[src/rtl/pcm_bank_router.sv]
// pcm_bank_router: steers byte reads from a PCM sample engine to one of NBANK
// SDRAM slot ports, with a one-entry read cache, zero-fill for out-of-range
// banks and a per-fetch timeout.
// Ports: CLK96/RESET96 clock and sync active-high reset; flush drops the cache;
// req_rd/req_addr request in, req_dout/req_valid completion out; busy = not
// idle; slot_cs/slot_addr/slot_ok/slot_dout per-slot SDRAM ports;
// timeout_err is a sticky abort flag.
module pcm_bank_router #(
  parameter int NBANK    = 3,
  parameter int BANK_AW  = 22,
  parameter int ADDR_W   = 24,
  parameter int TIMEOUT  = 1023,
  parameter int CACHE_EN = 1
) (
  input  logic                     CLK96,
  input  logic                     RESET96,
  input  logic                     flush,
  input  logic                     req_rd,
  input  logic [ADDR_W-1:0]        req_addr,
  output logic [7:0]               req_dout,
  output logic                     req_valid,
  output logic                     busy,
  output logic [NBANK-1:0]         slot_cs,
  output logic [NBANK*BANK_AW-1:0] slot_addr,
  input  logic [NBANK-1:0]         slot_ok,
  input  logic [NBANK*8-1:0]       slot_dout,
  output logic                     timeout_err
);

  localparam int CW = $clog2(TIMEOUT + 1);

  typedef enum logic [1:0] {IDLE, HIT, OOR, FETCH} state_t;

  state_t                     state_q, state_d;
  logic [ADDR_W-1:0]          addr_q, addr_d;
  logic [CW-1:0]              cnt_q, cnt_d;
  logic [NBANK-1:0]           slot_cs_q, slot_cs_d;
  logic [NBANK*BANK_AW-1:0]   slot_addr_q, slot_addr_d;
  logic [7:0]                 req_dout_q, req_dout_d;
  logic                       req_valid_q, req_valid_d;
  logic                       timeout_err_q, timeout_err_d;
  logic                       cache_valid_q, cache_valid_d;
  logic [ADDR_W-1:0]          cache_addr_q, cache_addr_d;
  logic [7:0]                 cache_data_q, cache_data_d;

  logic [ADDR_W-BANK_AW-1:0]  bank;
  logic [BANK_AW-1:0]         off;
  logic                       ok_sel;
  logic [7:0]                 dout_sel;
  logic                       hit;

  always_comb begin
    state_d       = state_q;
    addr_d        = addr_q;
    cnt_d         = cnt_q;
    slot_cs_d     = slot_cs_q;
    slot_addr_d   = slot_addr_q;
    req_dout_d    = req_dout_q;
    req_valid_d   = 1'b0;
    timeout_err_d = timeout_err_q;
    cache_valid_d = cache_valid_q & ~flush;
    cache_addr_d  = cache_addr_q;
    cache_data_d  = cache_data_q;

    bank = req_addr[ADDR_W-1:BANK_AW];
    off  = req_addr[BANK_AW-1:0];

    // slot_cs_q is one-hot during FETCH, so masking by it selects the bank
    ok_sel   = |(slot_ok & slot_cs_q);
    dout_sel = '0;
    for (int unsigned k = 0; k < NBANK; k++) begin
      if (slot_cs_q[k]) dout_sel = dout_sel | slot_dout[k*8 +: 8];
    end

    hit = (CACHE_EN != 0) && cache_valid_q && !flush && (req_addr == cache_addr_q);

    case (state_q)
      IDLE: begin
        if (req_rd) begin
          addr_d = req_addr;
          cnt_d  = '0;
          if (hit) begin
            state_d = HIT;
          end else if (32'(bank) >= $unsigned(NBANK)) begin
            state_d = OOR;
          end else begin
            state_d   = FETCH;
            slot_cs_d = '0;
            for (int unsigned k = 0; k < NBANK; k++) begin
              if (32'(bank) == k) begin
                slot_cs_d[k]                    = 1'b1;
                slot_addr_d[k*BANK_AW +: BANK_AW] = off;
              end
            end
          end
        end
      end
      HIT: begin
        req_valid_d = 1'b1;
        req_dout_d  = cache_data_q;
        state_d     = IDLE;
      end
      OOR: begin
        req_valid_d = 1'b1;
        req_dout_d  = 8'h00;
        state_d     = IDLE;
      end
      FETCH: begin
        // cnt_q == 0 marks the first FETCH cycle, where OK may be stale
        if (cnt_q != '0 && ok_sel) begin
          req_valid_d = 1'b1;
          req_dout_d  = dout_sel;
          slot_cs_d   = '0;
          state_d     = IDLE;
          if (CACHE_EN != 0 && !flush) begin
            cache_valid_d = 1'b1;
            cache_addr_d  = addr_q;
            cache_data_d  = dout_sel;
          end
        end else if (cnt_q == CW'(TIMEOUT - 1)) begin
          req_valid_d   = 1'b1;
          req_dout_d    = 8'h00;
          slot_cs_d     = '0;
          timeout_err_d = 1'b1;
          state_d       = IDLE;
        end else begin
          cnt_d = cnt_q + 1'b1;
        end
      end
      default: state_d = IDLE;
    endcase
  end

  always_ff @(posedge CLK96) begin
    if (RESET96) begin
      state_q       <= IDLE;
      addr_q        <= '0;
      cnt_q         <= '0;
      slot_cs_q     <= '0;
      slot_addr_q   <= '0;
      req_dout_q    <= '0;
      req_valid_q   <= 1'b0;
      timeout_err_q <= 1'b0;
      cache_valid_q <= 1'b0;
      cache_addr_q  <= '0;
      cache_data_q  <= '0;
    end else begin
      state_q       <= state_d;
      addr_q        <= addr_d;
      cnt_q         <= cnt_d;
      slot_cs_q     <= slot_cs_d;
      slot_addr_q   <= slot_addr_d;
      req_dout_q    <= req_dout_d;
      req_valid_q   <= req_valid_d;
      timeout_err_q <= timeout_err_d;
      cache_valid_q <= cache_valid_d;
      cache_addr_q  <= cache_addr_d;
      cache_data_q  <= cache_data_d;
    end
  end

  assign req_dout    = req_dout_q;
  assign req_valid   = req_valid_q;
  assign busy        = (state_q != IDLE);
  assign slot_cs     = slot_cs_q;
  assign slot_addr   = slot_addr_q;
  assign timeout_err = timeout_err_q;

endmodule

[config.mk]
export PLATFORM = sky130hd
export DESIGN_NAME = pcm_bank_router
export DESIGN_NICKNAME = d
export VERILOG_FILES = /design/src/rtl/pcm_bank_router.sv
export SDC_FILE = /design/constraint.sdc
export NUM_CORES = 1
export LEC_CHECK = 0
export CAP_MARGIN = 30
export CELL_PAD_IN_SITES_DETAIL_PLACEMENT = 1
export CELL_PAD_IN_SITES_GLOBAL_PLACEMENT = 1
export CORE_ASPECT_RATIO = 0.7
export CORE_MARGIN = 1
export CORE_UTILIZATION = 38
export DETAILED_ROUTE_END_ITERATION = 7
export PLACE_DENSITY_LB_ADDON = 0.1
export SKIP_CTS_REPAIR_TIMING = 1
export SYNTH_ARGS = -nofsm -noshare
export SYNTH_HDL_FRONTEND = slang
export SYNTH_SLANG_ARGS = --single-unit
[constraint.sdc]
create_clock -name CLK96 -period 2.5 [get_ports CLK96]
set_clock_uncertainty 0.05 [all_clocks]
set_input_delay 0.25 -clock CLK96 [delete_from_list [all_inputs] [get_ports CLK96]]
set_output_delay 0.25 -clock CLK96 [all_outputs]
set_load 0.01 [all_outputs]
Word level (Yosys, flattened, before mapping)
Index checks and enable logic that the tools add are counted.
{"block": "totals", "word_cells": 89, "ff_bits": 148}
{"block": "classes", "reduce_logical": 22, "n_bitwise": 8, "eq_ne": 13, "mux": 31, "add_sub_neg": 1, "order_cmp": 1}
{"cell": "two-way mux 8 bit", "count": 5}
{"cell": "two-way mux 10 bit", "count": 3}
{"cell": "== test 24 bit", "count": 1}
{"cell": "one-hot mux 8 bit (3 select lines)", "count": 1}
{"cell": "one-hot mux 10 bit (2 select lines)", "count": 1}
{"cell": "AND reduction 5 bit", "count": 4}
{"cell": "OR 8 bit", "count": 2}
{"cell": "two-way mux 3 bit", "count": 5}
{"cell": "adder 10 x 1 -> 10 bit, second input constant", "count": 1}
{"cell": "== test 10 bit, second input constant", "count": 1}
{"cell": "!= test 2 bit, second input constant", "count": 5}
{"cell": "nonzero test 10 bit", "count": 1}
{"cell": "two-way mux 1 bit", "count": 9}
{"cell": "two-way mux 2 bit", "count": 4}
{"cell": "== test 2 bit, second input constant", "count": 3}
{"cell": "one-hot mux 2 bit (3 select lines)", "count": 1}
{"cell": "one-hot mux 3 bit (2 select lines)", "count": 1}
{"cell": "AND reduction 2 bit", "count": 3}
{"cell": "AND reduction 3 bit", "count": 2}
{"cell": "== test 2 x 1 -> 1 bit, second input constant", "count": 2}
{"cell": "logical NOT 2 bit", "count": 2}
{"cell": "inverter 1 bit", "count": 4}
{"cell": "AND reduction 4 bit", "count": 1}
{"cell": "nonzero test 2 bit", "count": 2}
{"cell": "10 further kinds", "count": 12}

Longest topological paths before layout
{"block": "depth", "ltp_word": 7, "depth_mapped": 9, "mapped_depth_nobuf": 7}

Worst setup path after synthesis
Ideal clock, no wire load.
{"block": "synth_path", "path_kind": "flip-flop to flip-flop", "from": "register cnt_q[0]", "to": "register cnt_q[6]", "setup_slack_ns": 0.424, "arrival_time_ns": 1.956, "n_path_buf": 0, "stages_incl_launch_ff": 8, "t_required_ns": 2.380, "cell_sequence": "dfxtp_1 > inv_1 > ha_1 > nor4b_1 > a31oi_1 > o21a_1 > or4_1 > a21oi_1"}
{"block": "synth_between", "elab_chain_cells": 4}
{"element": "start, declared", "line": "36", "source": "logic [CW-1:0] cnt_q, cnt_d;"}
{"element": "start signal, assigned", "line": "150", "source": "cnt_q <= cnt_d;"}
{"element": "adder 10 x 1 -> 10 bit or nonzero test 10 bit (tied branches)", "line": "127, 110"}
{"element": "two-way mux 10 bit or logical AND 1 bit (tied branches)", "line": "120, 110"}
{"element": "two-way mux 10 bit or != test 2 bit (tied branches)"}
{"element": "one-hot mux 10 bit (2 select lines) or AND reduction 4 bit (tied branches)"}
Parallel ways exist; a longest one is shown, timed or not. The select of a mux whose other input is x is not followed.
A chain may end at the register's enable or synchronous reset.

Worst setup path in the final report
{"block": "layout_path", "from": "register cnt_q[0]", "to": "register cnt_q[8]"}
Same word-level chain as after synthesis.

==> key figures <==
Pwr
  • LEAKAGE: 3.33 nW
  • Comb power frac: 0.131
  • Pwr Density: 626 nW/um^2
  • Power Internal: 0.00433 W
  • Sw Share: 0.261
  • Worst vdd ir: 0.377 mV
  • Switching power: 0.00153 W
  • Part of the power in registers: 0.427
  • Clk pwr share: 0.442

Critical path
  • Crit path max-delay cell type: or4_1
  • Critical Path RT: 2.81 ns
  • CP Launch Type: register
  • Crit path arrival time: 2.64 ns
  • CP peak stage delay: 0.54 ns
  • Worst Path Max Fanout: 16
  • Crit path kind: reg2reg
  • Reg-to-reg slack, setup: 0.17 ns
  • CP Cell Sequence: inv_1 -> ha_1 -> nor4b_1 -> a31oi_1 -> o21a_1 -> or4_1 -> a21oi_1
  • Crit. End Element: register

Yosys
  • Syn Std Cell Area: 6730 um^2
  • Async SR Flop Fraction: 0
  • Mean Syn Cell Area: 8.64 um^2
  • Predominant post-synthesis flop cell: dfxtp_1
  • Post-Synthesis Net Count: 840
  • Leading post-synthesis cells by cell area: dfxtp_1 (44%), nand2_1 (7.0%), mux2i_1 (6.7%)
  • Synth cell types: 48
  • Top-count cell post-synth: dfxtp_1
  • Commonest cells in the netlist: dfxtp_1 (148), nand2_1 (126), nand2b_1 (66)
  • Synth top area share: 0.440
  • Syn. warnings: 0
  • Cell count after synthesis: 779
  • Count of state elements after synthesis: 148
  • Largest area contributor in the netlist: dfxtp_1
  • EDFF count, synth: 0
  • Sequential-to-total area share from yosys stat: 0.440

Clocking
  • Clk buf depth: 2
  • Clock root buffer master: clkbuf_16
  • Clock sinks: 148
  • Clk slew on worst S/H paths: 0.07 ns
  • CTS tree: done
  • Clk_lat worst skew: 0.43 ns
  • CTS buffer count: 17
  • # H-tree levels: 4

STA
  • Unrepaired setup endpoints after global routing: no
  • Fin crit share: 0.933
  • Least-Margin Pin Slew: 0.605 ns
  • Final setup viols: 0
  • Relative slew slack: 0.595
  • WHS: 0.104 ns
  • Max Clk Rate: 429 MHz
  • Final hold viol count: 0
  • Crit path time final: 2.33 ns
  • Final Max Slew Viols: 0

Cells and area
  • Cell area after layout: 9360 um^2
  • Antenna cells: 0
  • Fillers: 2018
  • Final #Nets: 1004
  • Share of layout cells above drive strength 1: 0.120
  • Register area: 2960 um^2
  • Area of the multi-input gates: 3430 um^2
  • Finished Layout Cells: 1187
  • Layout area overhead: 39.0%

GRT
  • Global-route wire length before repair: 35500 um
  • Initial antenna violation count: 0
  • Maximum number of pins on one net before global-route repair: 149
  • Vias in the first global route: 6768
  • Gr ovfl total: 0
  • GRT Total Usage: 0.249

Route
  • Via/cell ratio: 5.38
  • Routed WL: 22100 um
  • Post-route ant nets: 0
  • DR iter-0 viols: 353
  • DRT Pass-1 Iters: 5
  • WL per Instance: 18.6 um
  • Vias: 6387
  • DRC errors left: 0

Outcome
  • Status: finished, final reports clean

Floorplan
  • Die area: 18300 um^2
  • Ports: 135
  • Initial core utilization: 0.390
  • Die X: 161 um
  • Core Region: 17300 um^2
  • Die height: 113 um
  • # rows: 40

Flow run
  • Max-Cap Viols: 0

Placement
  • Dpl cells: 1154
  • IO Port Bufs: 134
  • Gpl congestion: 0.784
  • DP HPWL: 15500 um
  • Dpl cell area: 8750 um^2

Worst hold path
  • Worst hold path type: in2reg
[state kept, by name, summed over array words and instances (netlist names)]
name / flops
state_q: 2
slot_addr: 66
timeout_err: 1
slot_cs: 3
cache_addr_q: 24
req_valid: 1
req_dout: 8
addr_q: 24
cnt_q: 10
cache_data_q: 8
cache_valid_q: 1
[cell families (layout without fill, tap and decap cells)]
kind of cell               count (synthesis)  after routing  synth area share
DFF                                      148            148             0.440
AOI/OAI and AO/OA                        166            166             0.164
adders and majority gates                  6              6            0.0112
muxes                                     45             45            0.0669
and+or+nand+nor                          299            299             0.234
buffers and inverters                     91            268            0.0533
xor gates and xnor gates                  24             24            0.0312
[placed cells by master, fill, tap and decap left out, types with 21 or more instances in the layout]
master / Yosys / final
dfxtp_1: 148 / 148
clkdlybuf4s50_1: 0 / 133
nand2_1: 126 / 126
nand2b_1: 66 / 66
buf_4: 1 / 64
a21oi_1: 60 / 60
mux2i_1: 45 / 45
inv_1: 29 / 29
or4_1: 26 / 26
a31oi_1: 24 / 24
nor2_1: 23 / 23
o311ai_1: 22 / 22
nor3_1: 22 / 21
[final cells by class]
| cell class | instances | area share |
|---|---|---|
| flip-flops and latches | 148 | 0.316 |
| inverters | 30 | 0.0120 |
| well taps | 231 | 0.0309 |
| multi-input cells | 540 | 0.366 |
| repair buffers | 206 | 0.211 |
| clock inverters | 13 | 0.0160 |
| clock buffers | 19 | 0.0473 |
[layer usage]
metal  vias up  share of wire  wire (um)  GRT usage
met1      3174           0.46      10100      0.313
li1       3082              -          -          -
met2       106           0.50      11000      0.427
met5         -              0          0          0
met3        25          0.027        594     0.0455
met4         0          0.017        364     0.0855
[critical path: cells and delay by family, from the launching register on]
family	cells	cell delay, ns
AO/OA/AOI/OAI	3	0.74
adder cells (fa/ha/maj)	1	0.16
buffers and inverters	1	0.12
flip-flops	1	0.32
AND/OR/NAND/NOR	2	0.87
[power groups by stage]
stage	Combinational [W]	Clock (W)	Sequential, W
floorplan	0.000325	0	0.00257
global placement	0.000737	0	0.00254
detailed placement	0.000759	0	0.00255
CTS	0.000768	0.00263	0.00250
global route	0.000823	0.00274	0.00251
finish	0.000767	0.00259	0.00250
[per-stage QoR]
| stage | setup TNS, ns | setup WS [ns] | utilization | power [W] |
|---|---|---|---|---|
| CTS | -0.566 | -0.0586 | 0.541 | 0.00590 |
| detailed placement | -5.95 | -0.169 | 0.507 | 0.00331 |
| finish | 0 | 0.168 | 0.542 | 0.00586 |
| floorplan | 0 | 0.424 | - | 0.00289 |
| global placement | -4.60 | -0.212 | 0.506 | 0.00328 |
| global route | 0 | 0.00768 | 0.542 | 0.00607 |
[final timing paths]
path                                start          end  cells after the start
worst min register to register  addr_q[6]    addr_q[6]                      2
worst min-delay path              RESET96  timeout_err                      2
worst max register to register   cnt_q[0]     cnt_q[8]                      7
worst max-delay path             cnt_q[0]     cnt_q[8]                      7
(Power assumes the default switching activity.)
